### config.mk
export PLATFORM = sky130hd
export DESIGN_NAME = mem_arbiter_flat
export DESIGN_NICKNAME = d
export VERILOG_FILES = /design/src/rtl/mem_arbiter_if.sv /design/src/rtl/mem_arbiter.sv /design/src/flat_wrapper.sv
export SDC_FILE = /design/constraint.sdc
export NUM_CORES = 1
export LEC_CHECK = 0
export ABC_AREA = 1
export CAP_MARGIN = 25
export CORE_AREA = 2 2 214 216
export DETAILED_ROUTE_END_ITERATION = 10
export DIE_AREA = 0 0 216 218
export PLACE_DENSITY = 0.56
export REMOVE_ABC_BUFFERS = 1
export SETUP_SLACK_MARGIN = 0.2
export SYNTH_ARGS = -nofsm -noshare
export SYNTH_HDL_FRONTEND = slang
export SYNTH_SLANG_ARGS = --single-unit
### constraint.sdc
create_clock -name clock -period 4.45 [get_ports clock]
set_input_delay 1.335 -clock clock [delete_from_list [all_inputs] [get_ports clock]]
set_output_delay 1.335 -clock clock [all_outputs]
set_load 0.005 [all_outputs]
### src/rtl/mem_arbiter_if.sv
// Bus bundle between fetch, the data side, memory and the arbiter.
// The slave modport is the arbiter's view; master is the mirror used by the surrounding logic.
interface mem_arbiter_if;
    logic        Icache2mem_req;
    logic [63:0] Icache2mem_addr;
    logic [1:0]  Dcache2mem_command;
    logic [63:0] Dcache2mem_addr;
    logic [63:0] Dcache2mem_data;
    logic [1:0]  proc2mem_command;
    logic [63:0] proc2mem_addr;
    logic [63:0] proc2mem_data;
    logic [3:0]  mem2proc_response;
    logic [63:0] mem2proc_data;
    logic [3:0]  mem2proc_tag;
    logic [3:0]  Imem2proc_response;
    logic        Imem2proc_valid;
    logic [63:0] Imem2proc_data;
    logic [3:0]  Imem2proc_tag;
    logic [3:0]  Dmem2proc_response;
    logic        Dmem2proc_valid;
    logic [63:0] Dmem2proc_data;
    logic [3:0]  Dmem2proc_tag;
    logic        memory_structure_hazard_stall;
    logic        tag_error;

    modport slave (
        input  Icache2mem_req, Icache2mem_addr, Dcache2mem_command, Dcache2mem_addr,
               Dcache2mem_data, mem2proc_response, mem2proc_data, mem2proc_tag,
        output proc2mem_command, proc2mem_addr, proc2mem_data, Imem2proc_response,
               Imem2proc_valid, Imem2proc_data, Imem2proc_tag, Dmem2proc_response,
               Dmem2proc_valid, Dmem2proc_data, Dmem2proc_tag, memory_structure_hazard_stall,
               tag_error
    );

    modport master (
        output Icache2mem_req, Icache2mem_addr, Dcache2mem_command, Dcache2mem_addr,
               Dcache2mem_data, mem2proc_response, mem2proc_data, mem2proc_tag,
        input  proc2mem_command, proc2mem_addr, proc2mem_data, Imem2proc_response,
               Imem2proc_valid, Imem2proc_data, Imem2proc_tag, Dmem2proc_response,
               Dmem2proc_valid, Dmem2proc_data, Dmem2proc_tag, memory_structure_hazard_stall,
               tag_error
    );
endinterface

### src/rtl/mem_arbiter.sv
// Shares one tagged memory port between fetch and the data side, with data priority,
// fetch starvation protection and per-tag routing of returned load data.
module mem_arbiter #(
    parameter int unsigned NUM_TAGS     = 15,
    parameter int unsigned STARVE_LIMIT = 4
) (
    input logic          clock,
    input logic          reset,
    mem_arbiter_if.slave bus
);
    localparam logic [2:0] StarveMax = 3'(STARVE_LIMIT);

    logic d_req, d_load, fetch_win, data_win, accepted, load_accept, stall;
    logic ret_valid, ret_hit;

    logic [2:0]        starve_cnt_q, starve_cnt_d;
    logic [NUM_TAGS:0] valid_q, valid_d;
    logic [NUM_TAGS:0] is_data_q, is_data_d;
    logic              tag_error_q, tag_error_d;

    logic              i_valid_q, i_valid_d, d_valid_q, d_valid_d;
    logic [63:0]       i_data_q, i_data_d, d_data_q, d_data_d;
    logic [3:0]        i_tag_q, i_tag_d, d_tag_q, d_tag_d;

    // Grant: fetch only overrides a data request once it has been denied STARVE_LIMIT times.
    always_comb begin
        d_req     = (bus.Dcache2mem_command == 2'd1) || (bus.Dcache2mem_command == 2'd2);
        d_load    = (bus.Dcache2mem_command == 2'd1);
        fetch_win = bus.Icache2mem_req && (!d_req || (starve_cnt_q == StarveMax));
        data_win  = d_req && !fetch_win;
        accepted  = (bus.mem2proc_response != 4'd0);
        stall     = bus.Icache2mem_req && !(fetch_win && accepted);
        load_accept = accepted && (fetch_win || (data_win && d_load));
    end

    always_comb begin
        bus.proc2mem_command = 2'd0;
        bus.proc2mem_addr    = 64'd0;
        bus.proc2mem_data    = 64'd0;
        if (fetch_win) begin
            bus.proc2mem_command = 2'd1;
            bus.proc2mem_addr    = bus.Icache2mem_addr;
        end else if (data_win) begin
            bus.proc2mem_command = bus.Dcache2mem_command;
            bus.proc2mem_addr    = bus.Dcache2mem_addr;
            bus.proc2mem_data    = bus.Dcache2mem_data;
        end
        bus.Imem2proc_response            = fetch_win ? bus.mem2proc_response : 4'd0;
        bus.Dmem2proc_response            = data_win ? bus.mem2proc_response : 4'd0;
        bus.memory_structure_hazard_stall = stall;
        bus.Imem2proc_valid               = i_valid_q;
        bus.Imem2proc_data                = i_data_q;
        bus.Imem2proc_tag                 = i_tag_q;
        bus.Dmem2proc_valid               = d_valid_q;
        bus.Dmem2proc_data                = d_data_q;
        bus.Dmem2proc_tag                 = d_tag_q;
        bus.tag_error                     = tag_error_q;
    end

    always_comb begin
        if (!stall) begin
            starve_cnt_d = 3'd0;
        end else if (starve_cnt_q == StarveMax) begin
            starve_cnt_d = starve_cnt_q;
        end else begin
            starve_cnt_d = starve_cnt_q + 3'd1;
        end

        ret_valid   = (bus.mem2proc_tag != 4'd0);
        ret_hit     = ret_valid && valid_q[bus.mem2proc_tag];
        tag_error_d = tag_error_q || (ret_valid && !valid_q[bus.mem2proc_tag]);

        // Clear on return before set on accept, so a reused tag stays owned.
        valid_d   = valid_q;
        is_data_d = is_data_q;
        if (ret_hit) begin
            valid_d[bus.mem2proc_tag] = 1'b0;
        end
        if (load_accept) begin
            valid_d[bus.mem2proc_response]   = 1'b1;
            is_data_d[bus.mem2proc_response] = data_win;
        end

        i_valid_d = ret_hit && !is_data_q[bus.mem2proc_tag];
        d_valid_d = ret_hit && is_data_q[bus.mem2proc_tag];
        i_data_d  = i_valid_d ? bus.mem2proc_data : i_data_q;
        i_tag_d   = i_valid_d ? bus.mem2proc_tag : i_tag_q;
        d_data_d  = d_valid_d ? bus.mem2proc_data : d_data_q;
        d_tag_d   = d_valid_d ? bus.mem2proc_tag : d_tag_q;
    end

    always_ff @(posedge clock or negedge reset) begin
        if (!reset) begin
            starve_cnt_q <= 3'd0;
            valid_q      <= '0;
            is_data_q    <= '0;
            tag_error_q  <= 1'b0;
            i_valid_q    <= 1'b0;
            i_data_q     <= 64'd0;
            i_tag_q      <= 4'd0;
            d_valid_q    <= 1'b0;
            d_data_q     <= 64'd0;
            d_tag_q      <= 4'd0;
        end else begin
            starve_cnt_q <= starve_cnt_d;
            valid_q      <= valid_d;
            is_data_q    <= is_data_d;
            tag_error_q  <= tag_error_d;
            i_valid_q    <= i_valid_d;
            i_data_q     <= i_data_d;
            i_tag_q      <= i_tag_d;
            d_valid_q    <= d_valid_d;
            d_data_q     <= d_data_d;
            d_tag_q      <= d_tag_d;
        end
    end
endmodule

### src/flat_wrapper.sv
// flat-port wrapper written by rule: the top's interface ports become plain ports
module mem_arbiter_flat 
#(
    parameter int unsigned NUM_TAGS     = 15,
    parameter int unsigned STARVE_LIMIT = 4
)
  (clock, reset, bus_Icache2mem_req, bus_Icache2mem_addr, bus_Dcache2mem_command, bus_Dcache2mem_addr, bus_Dcache2mem_data, bus_mem2proc_response, bus_mem2proc_data, bus_mem2proc_tag, bus_proc2mem_command, bus_proc2mem_addr, bus_proc2mem_data, bus_Imem2proc_response, bus_Imem2proc_valid, bus_Imem2proc_data, bus_Imem2proc_tag, bus_Dmem2proc_response, bus_Dmem2proc_valid, bus_Dmem2proc_data, bus_Dmem2proc_tag, bus_memory_structure_hazard_stall, bus_tag_error);
  mem_arbiter_if bus_i ();
  input logic clock;
  input logic reset;
  input wire logic [$bits(bus_i.Icache2mem_req)-1:0] bus_Icache2mem_req;
  input wire logic [$bits(bus_i.Icache2mem_addr)-1:0] bus_Icache2mem_addr;
  input wire logic [$bits(bus_i.Dcache2mem_command)-1:0] bus_Dcache2mem_command;
  input wire logic [$bits(bus_i.Dcache2mem_addr)-1:0] bus_Dcache2mem_addr;
  input wire logic [$bits(bus_i.Dcache2mem_data)-1:0] bus_Dcache2mem_data;
  input wire logic [$bits(bus_i.mem2proc_response)-1:0] bus_mem2proc_response;
  input wire logic [$bits(bus_i.mem2proc_data)-1:0] bus_mem2proc_data;
  input wire logic [$bits(bus_i.mem2proc_tag)-1:0] bus_mem2proc_tag;
  output wire logic [$bits(bus_i.proc2mem_command)-1:0] bus_proc2mem_command;
  output wire logic [$bits(bus_i.proc2mem_addr)-1:0] bus_proc2mem_addr;
  output wire logic [$bits(bus_i.proc2mem_data)-1:0] bus_proc2mem_data;
  output wire logic [$bits(bus_i.Imem2proc_response)-1:0] bus_Imem2proc_response;
  output wire logic [$bits(bus_i.Imem2proc_valid)-1:0] bus_Imem2proc_valid;
  output wire logic [$bits(bus_i.Imem2proc_data)-1:0] bus_Imem2proc_data;
  output wire logic [$bits(bus_i.Imem2proc_tag)-1:0] bus_Imem2proc_tag;
  output wire logic [$bits(bus_i.Dmem2proc_response)-1:0] bus_Dmem2proc_response;
  output wire logic [$bits(bus_i.Dmem2proc_valid)-1:0] bus_Dmem2proc_valid;
  output wire logic [$bits(bus_i.Dmem2proc_data)-1:0] bus_Dmem2proc_data;
  output wire logic [$bits(bus_i.Dmem2proc_tag)-1:0] bus_Dmem2proc_tag;
  output wire logic [$bits(bus_i.memory_structure_hazard_stall)-1:0] bus_memory_structure_hazard_stall;
  output wire logic [$bits(bus_i.tag_error)-1:0] bus_tag_error;
  assign bus_i.Icache2mem_req = bus_Icache2mem_req;
  assign bus_i.Icache2mem_addr = bus_Icache2mem_addr;
  assign bus_i.Dcache2mem_command = bus_Dcache2mem_command;
  assign bus_i.Dcache2mem_addr = bus_Dcache2mem_addr;
  assign bus_i.Dcache2mem_data = bus_Dcache2mem_data;
  assign bus_i.mem2proc_response = bus_mem2proc_response;
  assign bus_i.mem2proc_data = bus_mem2proc_data;
  assign bus_i.mem2proc_tag = bus_mem2proc_tag;
  assign bus_proc2mem_command = bus_i.proc2mem_command;
  assign bus_proc2mem_addr = bus_i.proc2mem_addr;
  assign bus_proc2mem_data = bus_i.proc2mem_data;
  assign bus_Imem2proc_response = bus_i.Imem2proc_response;
  assign bus_Imem2proc_valid = bus_i.Imem2proc_valid;
  assign bus_Imem2proc_data = bus_i.Imem2proc_data;
  assign bus_Imem2proc_tag = bus_i.Imem2proc_tag;
  assign bus_Dmem2proc_response = bus_i.Dmem2proc_response;
  assign bus_Dmem2proc_valid = bus_i.Dmem2proc_valid;
  assign bus_Dmem2proc_data = bus_i.Dmem2proc_data;
  assign bus_Dmem2proc_tag = bus_i.Dmem2proc_tag;
  assign bus_memory_structure_hazard_stall = bus_i.memory_structure_hazard_stall;
  assign bus_tag_error = bus_i.tag_error;
  mem_arbiter #(.NUM_TAGS(NUM_TAGS), .STARVE_LIMIT(STARVE_LIMIT)) u_core (.clock(clock), .reset(reset), .bus(bus_i));
endmodule
After elaboration in Yosys (flattened, before gate mapping)
Index checks and enable logic that the tools add are counted.
Word-level totals
  register bits after elaboration: 174
  output and inout bits: 278
  word-level logic and storage cells: 66
Cells by class
  $add $sub $neg: 1
  magnitude comparators: 4
  equality and inequality tests: 4
  multiplexer cells: 21
  bitwise operators: 3
  reductions and logical operators: 23
Operators by type and width (number)
  $mux 64: 4
  $mux 16: 2
  $and 16x16->16: 1
  $bwmux 16: 1
  $not 16->16: 1
  $or 16x16->16: 1
  $logic_and 1x1->1: 12
  $lt 4x5->1 const B: 2
  $bmux 1 s4: 2
  $demux 1 s4: 2
  $ge 4x1->1 const B: 2
  $mux 4: 2
  $reduce_bool 4->1: 2
  $mux 3: 2
  $logic_not 1->1: 5
  $logic_or 1x1->1: 4
  $mux 1: 4
  $mux 2: 2
  $add 3x1->3 const B: 1
  $eq 3x3->1 const B: 1
  $eq 2x1->1 const B: 1
  $eq 2x2->1 const B: 1
  $ne 2x2->1 const B: 1

Depth between registers and ports, before layout
Gate-level depths: netlist of the first run.
  depth in word-level cells: 11
  mapped depth: 15
  gate-level depth less buffers: 12

Worst setup path before layout of the first run
Ideal clock, no wire load.
  kind: input to output
  start: input bus_Dcache2mem_command[1]
  end: output bus_proc2mem_addr[48]
  data arrival time: 2.710 ns
  data required time: 3.115 ns
  slack: 0.405 ns
  stages: 9
  path through: inv_1 > ha_1 > inv_1 > nand2_1 > nand2_1 > clkbuf_1 > clkbuf_1 > nand3_1 > nand2_1
On the way
  cells in the longest elaborated chain, start to end: 9
  elaborated cells between the ends (all ways): 10
  those cells by class: eq/ne: 2; mux: 2; reduce/logical: 6
Ends and longest elaborated chain
  start: declaration: line flat_wrapper.sv:13  | input wire logic [$bits(bus_i.Dcache2mem_command)-1:0] bus_Dcache2mem_command;
  $eq 2x1->1 or $eq 2x2->1 (tied branches): line mem_arbiter.sv:27  | d_req = (bus.Dcache2mem_command == 2'd1) || (bus.Dcache2mem_command == 2'd2);
  $logic_or 1x1->1 (*): line mem_arbiter.sv:27
  $logic_not 1->1: line mem_arbiter.sv:29  | fetch_win = bus.Icache2mem_req && (!d_req || (starve_cnt_q == StarveMax));
  $logic_or 1x1->1: line mem_arbiter.sv:29
  $logic_and 1x1->1: line mem_arbiter.sv:29
  $logic_not 1->1: line mem_arbiter.sv:30  | data_win = d_req && !fetch_win;
  $logic_and 1x1->1: line mem_arbiter.sv:30
  $mux 64: line mem_arbiter.sv:43  | end else if (data_win) begin
  $mux 64 (*): line mem_arbiter.sv:40  | if (fetch_win) begin
  end: declaration: line flat_wrapper.sv:20  | output wire logic [$bits(bus_i.proc2mem_addr)-1:0] bus_proc2mem_addr;
Mark *: on every way between the ends. The rest lies on a longest branch, timed or not.

Final worst setup path of the first run
  start: input bus_Dcache2mem_command[1]
  end: output bus_proc2mem_command[1]
On the way
  cells in the longest elaborated chain, start to end: 9
  elaborated cells between the ends (all ways): 10
  those cells by class: eq/ne: 2; mux: 2; reduce/logical: 6
Ends and longest elaborated chain
  $eq 2x1->1 or $eq 2x2->1 (tied branches): line mem_arbiter.sv:27
  $logic_or 1x1->1: line mem_arbiter.sv:27
  $logic_not 1->1: line mem_arbiter.sv:29
  $logic_or 1x1->1: line mem_arbiter.sv:29
  $logic_and 1x1->1: line mem_arbiter.sv:29
  $logic_not 1->1: line mem_arbiter.sv:30
  $logic_and 1x1->1: line mem_arbiter.sv:30
  $mux 2: line mem_arbiter.sv:43
  $mux 2 (*): line mem_arbiter.sv:40
  end: declaration: line flat_wrapper.sv:19  | output wire logic [$bits(bus_i.proc2mem_command)-1:0] bus_proc2mem_command;
Marks and branches as above.

==> results.txt, run 1 <==
# IOs - 547
CP bufs+invs - 13
Routed WL per cell - 18.9 um
Crit-path leading delay family - buffers and inverters
Dpl ws - -0.416 ns
DPL Wire Length - 35.1 mm
Die Height - 218 um
Slew headroom - 52.9%
Largest net degree at the start of global routing - 73
Hold slack final - 0.383 ns
Via-per-instance ratio - 4.36
Final setup margin - 0.180 ns
Most common cell after layout, fill and taps aside - nand2_1
Pleak - 8.38 nW
Vias - 10469
Final RePlAce weighted congestion - 0.985
CTS Root Cell - clkbuf_16
Reg2Reg Setup Slack - 1.83 ns
HP Class - reg2reg
RSZ-0062 raised after global routing - true
Worst Tran Pin Value - 0.706 ns
Clock Latency Late Sink - 0.45 ns
Iteration-0 DRC Markers - 749
Status - completed
R2r endpoint - u_core.is_data_q[6]
Sw Pwr - 0.00240 W
CP required - 3.12 ns
H-tree levels - 4
Maxcap violations - 0
Final ANT Viol Nets - 0
CP dominant cell by count - buf_4
Drt first pass iters - 5
Clk pwr share - 21.2%
Layout area overhead - 83.8%
Setup CP Type - in2out
Crit path to - bus_proc2mem_command[1]
Max Clock Skew - 0.0127 ns
Worst path max stage delay - 0.14 ns
Gr ovfl total - 0
Clk sinks - 174
Worst vdd rail ir drop - 0.224 mV
Slew Limit Fails - 0
Initial antenna violation count - 7
CTS tree - built
Endpoints failing hold - 0
Core Area - 0.0449 mm2
Routed wire length - 45.4 mm
Vias in the first global route - 10395
Period utilization - 96.0%
Core Rows - 78
Warnings from Yosys - 0
Seq/Total Area, Yosys - 49.3%
Synth Instances - 1228
GRT Util Overall - 18.7%
Nets - 2055
Commonest non-fill, non-tap cells in the layout - nand2_1, clkdlybuf4s50_1, nand3_1, dfrtp_1, dlygate4sd2_1
Overall Power - 0.00724 W
Cts bufs inserted - 17
Final Critical Period - 4.27 ns
Yosys cell types - 22
Highest achievable clock rate - 0.234 GHz
Die area - 0.0471 mm2
Clock-pin transition on the worst setup and hold timing paths - 0.07 ns
Critical path data arrival time - 2.93 ns
Synth Register Bits - 174
Final instance area - 0.0162 mm2
First-pass GRT wire length - 66.6 mm
Mapped Avg Cell Area - 7.19 um2
CP cell instances - buf_2, inv_2, buf_4, buf_4, buf_4, buf_4, buf_4, buf_4, buf_4, buf_4, buf_4, buf_4, nor2_1, clkbuf_2
Worst Setup SP - bus_Dcache2mem_command[1]
Switching Share - 33.2%
Initial Util - 19.7%
Seq pwr share - 35.3%
Port buffer count - 546
Crit-path max FO - 2
Final setup fails - 0
CTS max path bufs - 2
Pint - 0.00484 W
Combinational group share of total power - 43.4%
CP startpoint kind - input pin
Slowest cell on crit path - buf_4
Setup tns final - 0 ns
Worst reg2reg path startpoint - u_core.starve_cnt_q[0]
Crit path capture type - primary output
Syn Std Cell Area - 0.00882 mm2
Die X - 216 um
Pwr dens - 447 mW/mm2
R2R depth - 12
DRC viols - 0
Layout cells sized above 1 - 9.52%
Cell Area, Placed - 0.0152 mm2
Crit path depth - 14
[power groups by stage]
| stage | Clock, W | Sequential [W] | Combinational [W] |
|---|---|---|---|
| finish | 0.00154 | 0.00256 | 0.00315 |
| floorplan | 0 | 0.00260 | 0.000885 |
| global placement | 0 | 0.00256 | 0.00312 |
| global route | 0.00165 | 0.00264 | 0.00344 |
| CTS | 0.00159 | 0.00256 | 0.00318 |
| detailed placement | 0 | 0.00259 | 0.00314 |
[worst min-delay path by stage]
stage,cells after the start,from,end
floorplan,0,u_core.is_data_q[0],u_core.is_data_q[0]
finish,0,u_core.is_data_q[0],u_core.is_data_q[0]
global route,0,u_core.valid_q[0],u_core.valid_q[0]
CTS,0,u_core.valid_q[0],u_core.valid_q[0]
global placement,0,u_core.valid_q[0],u_core.valid_q[0]
detailed placement,0,u_core.valid_q[0],u_core.valid_q[0]
[sequential cells by signal, summed over array words and instances, names as in the netlist]
register	flops
u_core.bus.Dmem2proc_data	64
u_core.bus.Dmem2proc_tag	4
u_core.bus.Dmem2proc_valid	1
u_core.bus.Imem2proc_data	64
u_core.bus.Imem2proc_tag	4
u_core.bus.Imem2proc_valid	1
u_core.bus.tag_error	1
u_core.is_data_q	16
u_core.starve_cnt_q	3
u_core.valid_q	16
[synth_stat cells, drive strengths merged]
| library cell | n | share of area, % |
|---|---|---|
| a21oi | 2 | 0.11 |
| buf | 37 | 2.2 |
| clkbuf | 48 | 2.0 |
| dfrtp | 174 | 49 |
| ha | 3 | 0.43 |
| inv | 92 | 3.9 |
| nand2 | 478 | 20 |
| nand3 | 270 | 15 |
| nor2 | 87 | 3.9 |
| nor3 | 3 | 0.17 |
| o21ai | 30 | 1.7 |
| o21bai | 1 | 0.085 |
| o31ai | 1 | 0.085 |
| xnor2 | 1 | 0.099 |
| xor2 | 1 | 0.099 |
[layer usage]
metal	GRT usage [%]	vias up	part of all wire, %
met5	0	-	0.029
li1	-	4979	-
met2	33.5	469	51
met3	5.55	61	8.1
met1	21.0	4958	38
met4	7.05	2	2.9
[area by class of cell]
class                           instances  area (um2)
Multi-Input combinational cell        878        3890
Inverter                               92         348
Tap cell                              600         751
Clock inverter                         13         151
Antenna cell                            6        15.0
Sequential cell                       174        4350
Timing Repair Buffer                  620        6270
Fill cell                            4775       28700
Clock buffer                           19         443
[logic make-up after synthesis]
kind of cell	Yosys count	synth area share (%)
xor gates and xnor gates	2	0.199
adders and majority gates	3	0.425
and+or+nand+nor	838	39.9
buffers and inverters	177	8.15
AOI/OAI and AO/OA	34	1.99
DFF	174	49.3
[metrics by stage]
step,util [%],instances
floorplan,-,1143
global placement,33.8,2331
detailed placement,33.8,2331
CTS,35.9,2389
global route,36.1,2400
finish,36.1,2402
[timing repair]
action / in CTS / in global routing
setup buffers: 18 / 5
cloned: 8 / 2
hold buffers: 0 / 0
pin swaps: 12 / 2
setup endpoints to repair: 139 / 21
resized for setup: 232 / 24
(Power assumes the default switching activity.)
==> run 2: changes to the inputs <==
PLACE_DENSITY = default   (was 0.56)
PLACE_DENSITY_LB_ADDON = 0.3   (was default)
==> results.txt, run 2 (synthesis gave the netlist of run 1 again) <==
DRC viols - 0 (unchanged)
WHS Path Cells - 0 (unchanged)
Metal3 WL - 3.92 mm (was 3.67 mm)
Largest net degree at the start of global routing - 92 (was 73)
Final ANT Viol Nets - 0 (unchanged)
Final Critical Period - 4.20 ns (was 4.27 ns)
Die Height - 218 um (unchanged)
CTS tree - built (unchanged)
Combinational group share of total power - 43.4% (about the same)
Maxcap violations - 0 (unchanged)
HP Class - reg2reg (unchanged)
Core Area - 0.0449 mm2 (unchanged)
RSZ-0062 raised after global routing - false (was true)
Hold_buf cts - 0 (unchanged)
Dpl ws - -0.468 ns (was -0.416 ns)
Sw Pwr - 0.00239 W (was 0.00240 W)
Worst path max stage delay - 0.52 ns (was 0.14 ns)
Met2 wire len - 23.6 mm (was 23.2 mm)
Crit-path leading delay family - buffers and inverters (unchanged)
Seq pwr share - 35.2% (was 35.3%)
Crit path depth - 10 (was 14)
Nets - 2056 (was 2055)
Crit-path max FO - 17 (was 2)
Cts bufs inserted - 17 (unchanged)
Slew Limit Fails - 0 (unchanged)
Crit path capture type - primary output (unchanged)
Most common cell after layout, fill and taps aside - nand2_1 (unchanged)
Final setup fails - 0 (unchanged)
Routed WL per cell - 19.5 um (was 18.9 um)
Slew headroom - 40.8% (was 52.9%)
Critical path data arrival time - 2.86 ns (was 2.93 ns)
Setup CP Type - in2out (unchanged)
Met1 wire length - 17.7 mm (was 17.2 mm)
CTS Root Cell - clkbuf_16 (unchanged)
Clock-pin transition on the worst setup and hold timing paths - 0.07 ns (about the same)
CP dominant cell by count - nand2_8 (was buf_4)
Final RePlAce weighted congestion - 0.997 (was 0.985)
# IOs - 547 (unchanged)
Switching Share - 32.8% (was 33.2%)
Fill count - 4726 (was 4775)
Final setup margin - 0.251 ns (was 0.180 ns)
CP required - 3.12 ns (about the same)
Die X - 216 um (unchanged)
CP cell instances - buf_2, inv_2, ha_4, inv_4, nand2_4, nand2_8, nand2_8, buf_16, nor2_1, clkdlybuf4s50_1 (was buf_2, inv_2, buf_4, buf_4, buf_4, buf_4, buf_4, buf_4, buf_4, buf_4, buf_4, buf_4, nor2_1, clkbuf_2)
Vias in the first global route - 10493 (was 10395)
Clk pwr share - 21.4% (was 21.2%)
Vias - 10566 (was 10469)
Initial Util - 19.7% (unchanged)
Gr ovfl total - 0 (unchanged)
Layout cells sized above 1 - 8.74% (was 9.52%)
Drt first pass iters - 5 (unchanged)
Via-per-instance ratio - 4.39 (was 4.36)
Worst Tran Pin Value - 0.889 ns (was 0.706 ns)
Highest achievable clock rate - 0.238 GHz (was 0.234 GHz)
Pint - 0.00490 W (was 0.00484 W)
CP bufs+invs - 5 (was 13)
Period utilization - 94.4% (was 96.0%)
Max Clock Skew - 0.00994 ns (was 0.0127 ns)
Pwr dens - 448 mW/mm2 (was 447 mW/mm2)
Initial antenna violation count - 15 (was 7)
Port buffer count - 546 (unchanged)
Die area - 0.0471 mm2 (unchanged)
Status - completed (unchanged)
Iteration-0 DRC Markers - 756 (was 749)
Final Util - 36.3% (was 36.1%)
Clock Latency Late Sink - 0.44 ns (was 0.45 ns)
H-tree levels - 4 (unchanged)
DPL Wire Length - 36.3 mm (was 35.1 mm)
GRT Util Overall - 19.4% (was 18.7%)
Commonest non-fill, non-tap cells in the layout - nand2_1, clkdlybuf4s50_1, nand3_1, dfrtp_1, dlygate4sd2_1 (unchanged)
Endpoints failing hold - 0 (unchanged)
CP startpoint kind - input pin (unchanged)
Layout area overhead - 84.6% (was 83.8%)
Slowest cell on crit path - clkdlybuf4s50_1 (was buf_4)
Worst vdd rail ir drop - 0.258 mV (was 0.224 mV)
Highest metal used - met5 (unchanged)
Core Rows - 78 (unchanged)
Clk sinks - 174 (unchanged)
First-pass GRT wire length - 68.6 mm (was 66.6 mm)
Routed wire length - 47.0 mm (was 45.4 mm)
Pleak - 8.35 nW (was 8.38 nW)
R2R depth - 16 (was 12)
CTS max path bufs - 2 (unchanged)
run 2: cell count changes in the layout (fill, tap and decap cells not counted), moves of 5 or more:
cell,before,now
dlygate4sd2_1,90,115
buf_2,18,10
dlymetal6s2s_1,9,1
buf_4,40,46
clkbuf_2,5,0
clkdlybuf4s15_2,5,0
run 2: final cells by class:
type	count	area, um2	area share, %
antenna	10	25.0	0.154
tap	600	751	4.61
inverter	92	348	2.14
timing repair buffer	622	6290	38.6
clock buffer	20	447	2.74
multi-input combinational	877	3910	24.0
clock inverter	12	160	0.983
sequential	174	4350	26.7
run 2: worst paths after layout:
kind | slack [ns] | endpoint | start
hold reg to reg | 0.38 | u_core.is_data_q[0] | u_core.is_data_q[0]
max in group asynchronous | 2.54 | u_core.bus.Imem2proc_data[6] | reset
setup / recovery | 0.25 | bus_proc2mem_data[41] | bus_Dcache2mem_command[1]
hold / removal | 0.38 | u_core.is_data_q[0] | u_core.is_data_q[0]
min in group asynchronous | 1.00 | u_core.bus.Imem2proc_data[5] | reset
setup reg to reg | 1.58 | u_core.is_data_q[8] | u_core.starve_cnt_q[0]
run 2: per-layer routing:
layer / track usage (%) / vias to the layer above
li1: - / 4987
met1: 21.4 / 5008
met2: 34.4 / 484
met3: 6.04 / 77
met4: 8.58 / 10
met5: 0 / -
run 2: repair_timing:
action / in CTS / in global routing
pin swaps: 6 / 1
setup endpoints to repair: 139 / 2
cloned: 8 / 0
resized for setup: 216 / 1
setup buffers: 16 / 0
run 2: power groups by stage:
stage	Sequential, W	Combinational, W	Clock (W)
after floorplan	0.00260	0.000885	0
after global placement	0.00256	0.00314	0
after detailed placement	0.00260	0.00316	0
after CTS	0.00257	0.00321	0.00162
after global routing	0.00264	0.00346	0.00167
final	0.00256	0.00317	0.00156
run 2: metrics by stage:
stage	TNS [ns]	hold WS [ns]	total power, W	cell area, um2	cells
after floorplan	-521.32	0.354	0.00348	8450	1143
after global placement	-40.81	0.368	0.00571	15200	2341
after detailed placement	-39.58	0.367	0.00576	15200	2341
after CTS	0	0.384	0.00739	16300	2397
after global routing	0	0.400	0.00777	16300	2405
final	0	0.379	0.00729	16300	2407
